File: config.mk
export PLATFORM = sky130hd
export DESIGN_NAME = mngr_chan_buf_flat
export DESIGN_NICKNAME = d
export VERILOG_FILES = /design/src/rtl/mngr_chan_buf_if.sv /design/src/rtl/mngr_chan_buf.sv /design/src/flat_wrapper.sv
export SDC_FILE = /design/constraint.sdc
export NUM_CORES = 1
export LEC_CHECK = 0
export BUFFER_PORTS_ARGS = -buffer_cell sky130_fd_sc_hd__buf_2
export CORE_AREA = 2 2 180 182
export CTS_CLUSTER_DIAMETER = 60
export CTS_CLUSTER_SIZE = 25
export DETAILED_ROUTE_END_ITERATION = 16
export DIE_AREA = 0 0 182 184
export SYNTH_ARGS = -nofsm -noshare
export SYNTH_HDL_FRONTEND = slang
export SYNTH_SLANG_ARGS = --single-unit
File: constraint.sdc
create_clock -name clk -period 7.29 [get_ports clk]
set_clock_uncertainty 0.15 [all_clocks]
set_input_delay 0.3645 -clock clk [delete_from_list [all_inputs] [get_ports clk]]
set_output_delay 0.3645 -clock clk [all_outputs]
set_load 0.01 [all_outputs]
File: src/rtl/mngr_chan_buf_if.sv
`default_nettype none
// ============================================================================
// Module      : mngr_chan_buf_if
// Description : Handshake bundle between the test manager, mngr_chan_buf and the core.
// Revision    : 1.0
// ============================================================================
interface mngr_chan_buf_if #(
    parameter int W = 32
);
    logic         mngr2proc_val;
    logic         mngr2proc_rdy;
    logic [W-1:0] mngr2proc_msg;
    logic         proc_rx_val;
    logic         proc_rx_rdy;
    logic [W-1:0] proc_rx_msg;
    logic         proc_tx_val;
    logic         proc_tx_rdy;
    logic [W-1:0] proc_tx_msg;
    logic         proc2mngr_val;
    logic         proc2mngr_rdy;
    logic [W-1:0] proc2mngr_msg;

    // Buffer side
    modport slave (
        input  mngr2proc_val, mngr2proc_msg, proc_rx_rdy,
        input  proc_tx_val, proc_tx_msg, proc2mngr_rdy,
        output mngr2proc_rdy, proc_rx_val, proc_rx_msg,
        output proc_tx_rdy, proc2mngr_val, proc2mngr_msg
    );

    // Manager + core side
    modport master (
        output mngr2proc_val, mngr2proc_msg, proc_rx_rdy,
        output proc_tx_val, proc_tx_msg, proc2mngr_rdy,
        input  mngr2proc_rdy, proc_rx_val, proc_rx_msg,
        input  proc_tx_rdy, proc2mngr_val, proc2mngr_msg
    );
endinterface
`default_nettype wire

File: src/rtl/mngr_chan_buf.sv
`default_nettype none
// ============================================================================
// Module      : mngr_chan_buf
// Description : Two independent val/rdy FIFOs (RX: manager->core, TX: core->manager).
// Revision    : 1.0
// ============================================================================
module mngr_chan_buf #(
    parameter int DEPTH = 4,
    parameter int W     = 32
) (
    input  wire logic                       clk,
    input  wire logic                       rst,
    mngr_chan_buf_if.slave                  bus,
    output logic [$clog2(DEPTH+1)-1:0]      rx_count,
    output logic [$clog2(DEPTH+1)-1:0]      tx_count,
    output logic [31:0]                     rx_xfers,
    output logic [31:0]                     tx_xfers
);
    localparam int AW = $clog2(DEPTH);
    localparam int CW = $clog2(DEPTH+1);

    // Channel 0 = RX, channel 1 = TX
    logic [1:0]          w_in_val;
    logic [1:0][W-1:0]   w_in_msg;
    logic [1:0]          w_in_rdy;
    logic [1:0]          w_out_val;
    logic [1:0]          w_out_rdy;
    logic [1:0][W-1:0]   w_out_msg;
    logic [1:0][CW-1:0]  w_count;
    logic [1:0][31:0]    w_xfers;

    assign w_in_val  = {bus.proc_tx_val, bus.mngr2proc_val};
    assign w_in_msg  = {bus.proc_tx_msg, bus.mngr2proc_msg};
    assign w_out_rdy = {bus.proc2mngr_rdy, bus.proc_rx_rdy};

    assign bus.mngr2proc_rdy = w_in_rdy[0];
    assign bus.proc_tx_rdy   = w_in_rdy[1];
    assign bus.proc_rx_val   = w_out_val[0];
    assign bus.proc2mngr_val = w_out_val[1];
    assign bus.proc_rx_msg   = w_out_msg[0];
    assign bus.proc2mngr_msg = w_out_msg[1];
    assign rx_count          = w_count[0];
    assign tx_count          = w_count[1];
    assign rx_xfers          = w_xfers[0];
    assign tx_xfers          = w_xfers[1];

    for (genvar c = 0; c < 2; c++) begin : g_chan
        logic [W-1:0]  mem_q [DEPTH];
        logic [AW-1:0] wr_ptr_q, wr_ptr_d;
        logic [AW-1:0] rd_ptr_q, rd_ptr_d;
        logic [CW-1:0] count_q, count_d;
        logic          rdy_q, rdy_d;
        logic [31:0]   xfers_q, xfers_d;
        logic          w_enq;
        logic          w_deq;

        assign w_enq = w_in_val[c] && rdy_q;
        assign w_deq = w_out_rdy[c] && (count_q != '0);

        always_comb begin
            wr_ptr_d = wr_ptr_q;
            rd_ptr_d = rd_ptr_q;
            if (w_enq) wr_ptr_d = wr_ptr_q + AW'(1);
            if (w_deq) rd_ptr_d = rd_ptr_q + AW'(1);
            count_d = count_q + CW'(w_enq) - CW'(w_deq);
            // rdy is a flop of the next count, so a full FIFO cannot pass through
            rdy_d   = (count_d != CW'(DEPTH));
            // RX counts manager-side writes, TX counts manager-side reads
            xfers_d = xfers_q + 32'((c == 0) ? w_enq : w_deq);
        end

        always_ff @(posedge clk) begin
            if (!rst) begin
                wr_ptr_q <= '0;
                rd_ptr_q <= '0;
                count_q  <= '0;
                rdy_q    <= 1'b0;
                xfers_q  <= '0;
            end else begin
                wr_ptr_q <= wr_ptr_d;
                rd_ptr_q <= rd_ptr_d;
                count_q  <= count_d;
                rdy_q    <= rdy_d;
                xfers_q  <= xfers_d;
            end
        end

        always_ff @(posedge clk) begin
            if (w_enq) mem_q[wr_ptr_q] <= w_in_msg[c];
        end

        assign w_in_rdy[c]  = rdy_q;
        assign w_out_val[c] = (count_q != '0);
        assign w_out_msg[c] = mem_q[rd_ptr_q];
        assign w_count[c]   = count_q;
        assign w_xfers[c]   = xfers_q;
    end
endmodule
`default_nettype wire

File: src/flat_wrapper.sv
// flat-port wrapper written by rule: the top's interface ports become plain ports
module mngr_chan_buf_flat 
#(
    parameter int DEPTH = 4,
    parameter int W     = 32
)
  (clk, rst, rx_count, tx_count, rx_xfers, tx_xfers, bus_mngr2proc_val, bus_mngr2proc_msg, bus_proc_rx_rdy, bus_proc_tx_val, bus_proc_tx_msg, bus_proc2mngr_rdy, bus_mngr2proc_rdy, bus_proc_rx_val, bus_proc_rx_msg, bus_proc_tx_rdy, bus_proc2mngr_val, bus_proc2mngr_msg);
  mngr_chan_buf_if #(.W(W)) bus_i ();
  input  wire logic clk;
  input  wire logic rst;
  output logic [$clog2(DEPTH+1)-1:0] rx_count;
  output logic [$clog2(DEPTH+1)-1:0] tx_count;
  output logic [31:0] rx_xfers;
  output logic [31:0] tx_xfers;
  input wire logic [$bits(bus_i.mngr2proc_val)-1:0] bus_mngr2proc_val;
  input wire logic [$bits(bus_i.mngr2proc_msg)-1:0] bus_mngr2proc_msg;
  input wire logic [$bits(bus_i.proc_rx_rdy)-1:0] bus_proc_rx_rdy;
  input wire logic [$bits(bus_i.proc_tx_val)-1:0] bus_proc_tx_val;
  input wire logic [$bits(bus_i.proc_tx_msg)-1:0] bus_proc_tx_msg;
  input wire logic [$bits(bus_i.proc2mngr_rdy)-1:0] bus_proc2mngr_rdy;
  output wire logic [$bits(bus_i.mngr2proc_rdy)-1:0] bus_mngr2proc_rdy;
  output wire logic [$bits(bus_i.proc_rx_val)-1:0] bus_proc_rx_val;
  output wire logic [$bits(bus_i.proc_rx_msg)-1:0] bus_proc_rx_msg;
  output wire logic [$bits(bus_i.proc_tx_rdy)-1:0] bus_proc_tx_rdy;
  output wire logic [$bits(bus_i.proc2mngr_val)-1:0] bus_proc2mngr_val;
  output wire logic [$bits(bus_i.proc2mngr_msg)-1:0] bus_proc2mngr_msg;
  assign bus_i.mngr2proc_val = bus_mngr2proc_val;
  assign bus_i.mngr2proc_msg = bus_mngr2proc_msg;
  assign bus_i.proc_rx_rdy = bus_proc_rx_rdy;
  assign bus_i.proc_tx_val = bus_proc_tx_val;
  assign bus_i.proc_tx_msg = bus_proc_tx_msg;
  assign bus_i.proc2mngr_rdy = bus_proc2mngr_rdy;
  assign bus_mngr2proc_rdy = bus_i.mngr2proc_rdy;
  assign bus_proc_rx_val = bus_i.proc_rx_val;
  assign bus_proc_rx_msg = bus_i.proc_rx_msg;
  assign bus_proc_tx_rdy = bus_i.proc_tx_rdy;
  assign bus_proc2mngr_val = bus_i.proc2mngr_val;
  assign bus_proc2mngr_msg = bus_i.proc2mngr_msg;
  mngr_chan_buf #(.DEPTH(DEPTH), .W(W)) u_core (.clk(clk), .rst(rst), .bus(bus_i), .rx_count(rx_count), .tx_count(tx_count), .rx_xfers(rx_xfers), .tx_xfers(tx_xfers));
endmodule
==> results.md <==
* Outcome: finished clean
* DR DRC count at 0
* IO buf count at 207
* H-Tree Depth at 1
* Max_slew headroom at 0.5520
* Syn_nets at 863
* Final antenna-violating net count at 0
* Top sig layer: met4
* Met2 Routed Length at 12920 um
* Site Rows at 65
* Die width at 182 um
* Initial antenna violation count at 1
* Hold Crit Start: bus_mngr2proc_val
* CTS buffer count at 27
* Tot GR Track Use at 0.1572
* Register Area at 9371 um2
* Switch share at 0.2773
* Area growth syn-to-layout at 23.46%
* Post-CTS resize count at 0
* Final Hold Vio Count at 0
* Fillcell total at 2635
* Critical path class: flop to flop
* Synthesized area per cell at 16.90 um2
* Area leader, netlist: edfxtp_1
* Critical Path Sink Type: flop
* Endpoint, Worst Hold: u_core.g_chan[0].wr_ptr_q[1]$_SDFFE_PN0P_
* Worst reg2reg path depth at 7
* Worst skew pair latency at 0.55 ns
* Fraction of layout cells with a size suffix above 1 at 0.3147
* Area of the core at 31390 um2
* TritonCTS Sinks at 340
* CP arrival at 3.09 ns
* Die Y-Extent at 184 um
* Pin count of the biggest net entering global routing at 63
* Sequential share of power at 0.474
* Root Buffer: clkbuf_16
* CP Max Fanout at 18
* RSZ-0062 raised after global routing: false
* Postcts setup bufs at 0
* Hold buffer count at cts at 65
* Internal power at 3.505 mW
* DP Wirelength at 16360 um
* Sequential area share after synthesis at 0.7162
* Reg2reg end: u_core.tx_xfers[28]$_SDFF_PN0_
* Required time worst endpoint at 7.61 ns
* Seq cells post-synth at 340
* DRT Wirelength at 26420 um
* Post-synth top area share at 0.5877
* Drt first pass iters at 4
* Initial Utilization at 0.4167
* CTS tree: done
* Routability Congestion at 0.7674
* Syn Inst Count at 774
* Die ar. at 33490 um2
* Fmax at 360.8 MHz
* Via count at 7615
* DRT iter0 DRCs at 334
* Pleak at 5.677 nW
* Multi-input combinational cell area at 3482 um2
* Cell Area, Synth at 13080 um2
* Worst reg2reg setup slack at 4.52 ns
* Slew of the pin with the lowest slew margin at 0.6720 ns
* Max-cap violations at 0
* First-pass GRT wire length at 42170 um
* Post-route setup TNS at 0 ns
* Number of stages on the worst hold path at 4
* Hold WS at 0.05562 ns
* Final setup viols at 0
* Met3 wire length at 1621 um
* Critical path origin: u_core.tx_count[1]$_SDFF_PN0_
* Worst hold path class: primary input to flop
* Worst R2R Start: u_core.tx_count[1]$_SDFF_PN0_
* Clk slew on worst S/H paths at 0.09 ns
* Fin. max-slew vios at 0
* GR Overflow Total at 0
* Met1 Routed Length at 11500 um
* Final net count at 1143
* YS warnings at 0
* Drt wl/cell at 17.89 um
* Clock network power share at 0.313
* Post-layout min period at 2.771 ns
* Post-synth cell types at 31
* Max Buffers Root-to-Sink at 3
* Startpoint Class: flop
* Synth area leaders: edfxtp_1 (59%), dfxtp_1 (13%), mux4_2 (11%), ha_1 (1.6%), or4_1 (1.5%)
* Period utilisation layout at 0.3802
* PwrDens at 300.3 nW/um2
* # IOs at 208
* Post-DR vias/cell at 5.156
* Peak VDD IR at 0.1511 mV
* Switching pwr at 1.345 mW
* Logic pwr share at 0.213
* Number of global-route vias before repair at 7822
-- sequential cells by signal, summed over array words and instances (netlist names), named ones only --
name,flops
u_core.rx_xfers,32
u_core.bus.proc_tx_rdy,1
u_core.g_chan.rd_ptr_q,4
u_core.g_chan.mem_q,256
u_core.rx_count,3
u_core.tx_xfers,32
u_core.g_chan.wr_ptr_q,4
u_core.bus.mngr2proc_rdy,1
u_core.tx_count,3
-- cells in the mapped netlist, drive strengths merged --
| cell type | n |
|---|---|
| nand4 | 21 |
| mux4 | 64 |
| a21oi | 38 |
| buf | 15 |
| clkbuf | 19 |
| xnor2 | 15 |
| and3 | 12 |
| nor2 | 37 |
| and2 | 8 |
| edfxtp | 256 |
| nand3 | 22 |
| ha | 17 |
| or3 | 16 |
| inv | 21 |
| or2 | 2 |
| o31a | 2 |
| nand2 | 25 |
| or4 | 28 |
| fa | 2 |
| dfxtp | 84 |
| nor4 | 2 |
| o21ai | 11 |
| xor2 | 19 |
| nor3 | 4 |
| nor3b | 1 |
| and4 | 8 |
| o31ai | 25 |
-- per-stage QoR --
step / std cells / utilization / power (mW) / area (um2) / worst slack [ns]
2_1_floorplan: 774 / - / 2.998 / 13080 / 4.882
3_3_place_gp: 1362 / 0.4641 / 3.373 / 14570 / 4.636
3_5_place_dp: 1362 / 0.4641 / 3.377 / 14570 / 4.522
4_1_cts: 1476 / 0.5144 / 4.934 / 16150 / 4.481
5_1_grt: 1476 / 0.5144 / 5.096 / 16150 / 4.247
6_report: 1477 / 0.5145 / 4.850 / 16150 / 4.519
-- kinds of logic after synthesis --
logic type                 Yosys count  share of synthesized area
and+or+nand+nor                    186                    0.07949
xor gates and xnor gates            34                    0.02276
AOI/OAI and AO/OA                   76                    0.03443
buffers and inverters               55                    0.01760
DFF                                340                     0.7162
adders and majority gates           19                    0.01932
muxes                               64                     0.1102
-- per-layer routing --
metal  track usage  vias to the layer above
li1              -                     3623
met1        0.2054                     3789
met2        0.2687                      175
met3       0.03784                       28
met4       0.03323                        0
met5             0                        -
-- final cells by class --
class                   count  share of cell area
diodes                      1           0.0001549
clock buffers              27             0.04183
clock inverters            22             0.01565
inverters                  21            0.004881
multi-input cells         379              0.2156
flip-flops and latches    340              0.5803
well taps                 402             0.03114
repair buffers            285              0.1105
-- power groups by stage --
| stage | logic, mW | registers [mW] | clock network, mW |
|---|---|---|---|
| finish | 1.03 | 2.30 | 1.52 |
| global route | 1.14 | 2.32 | 1.64 |
| CTS | 1.06 | 2.30 | 1.57 |
| detailed placement | 1.03 | 2.35 | 0 |
| global placement | 1.03 | 2.34 | 0 |
| floorplan | 0.654 | 2.34 | 0 |
-- placed cells by master (no fill, tap or decap), types with 26 or more instances in the layout --
cell type | Yosys | routed
a21oi_1 | 38 | 38
buf_2 | 7 | 207
clkbuf_16 | 0 | 27
dfxtp_1 | 84 | 82
dlygate4sd3_1 | 0 | 65
edfxtp_1 | 256 | 256
mux4_2 | 64 | 64
nor2_1 | 37 | 37
or4_1 | 26 | 26
-- worst max-delay path, stage by stage, from the launching register on --
cell     delay (ns)
dfxtp_1        0.44
o31a_1         0.29
ha_1           0.23
ha_1           0.23
and3_1         0.25
nand2_1        0.34
or4_1          0.61
a21oi_1        0.16
-- worst max path at each step --
stage | end | slack (ns) | cells past startpoint
global route | u_core.tx_xfers[26]$_SDFF_PN0_ | 4.25 | 7
detailed placement | u_core.tx_xfers[28]$_SDFF_PN0_ | 4.52 | 7
global placement | u_core.tx_xfers[30]$_SDFF_PN0_ | 4.64 | 7
CTS | u_core.tx_xfers[28]$_SDFF_PN0_ | 4.48 | 7
finish | u_core.tx_xfers[28]$_SDFF_PN0_ | 4.52 | 7
floorplan | u_core.rx_xfers[22]$_SDFF_PN0_ | 4.88 | 9
(Power assumes the default switching activity.)
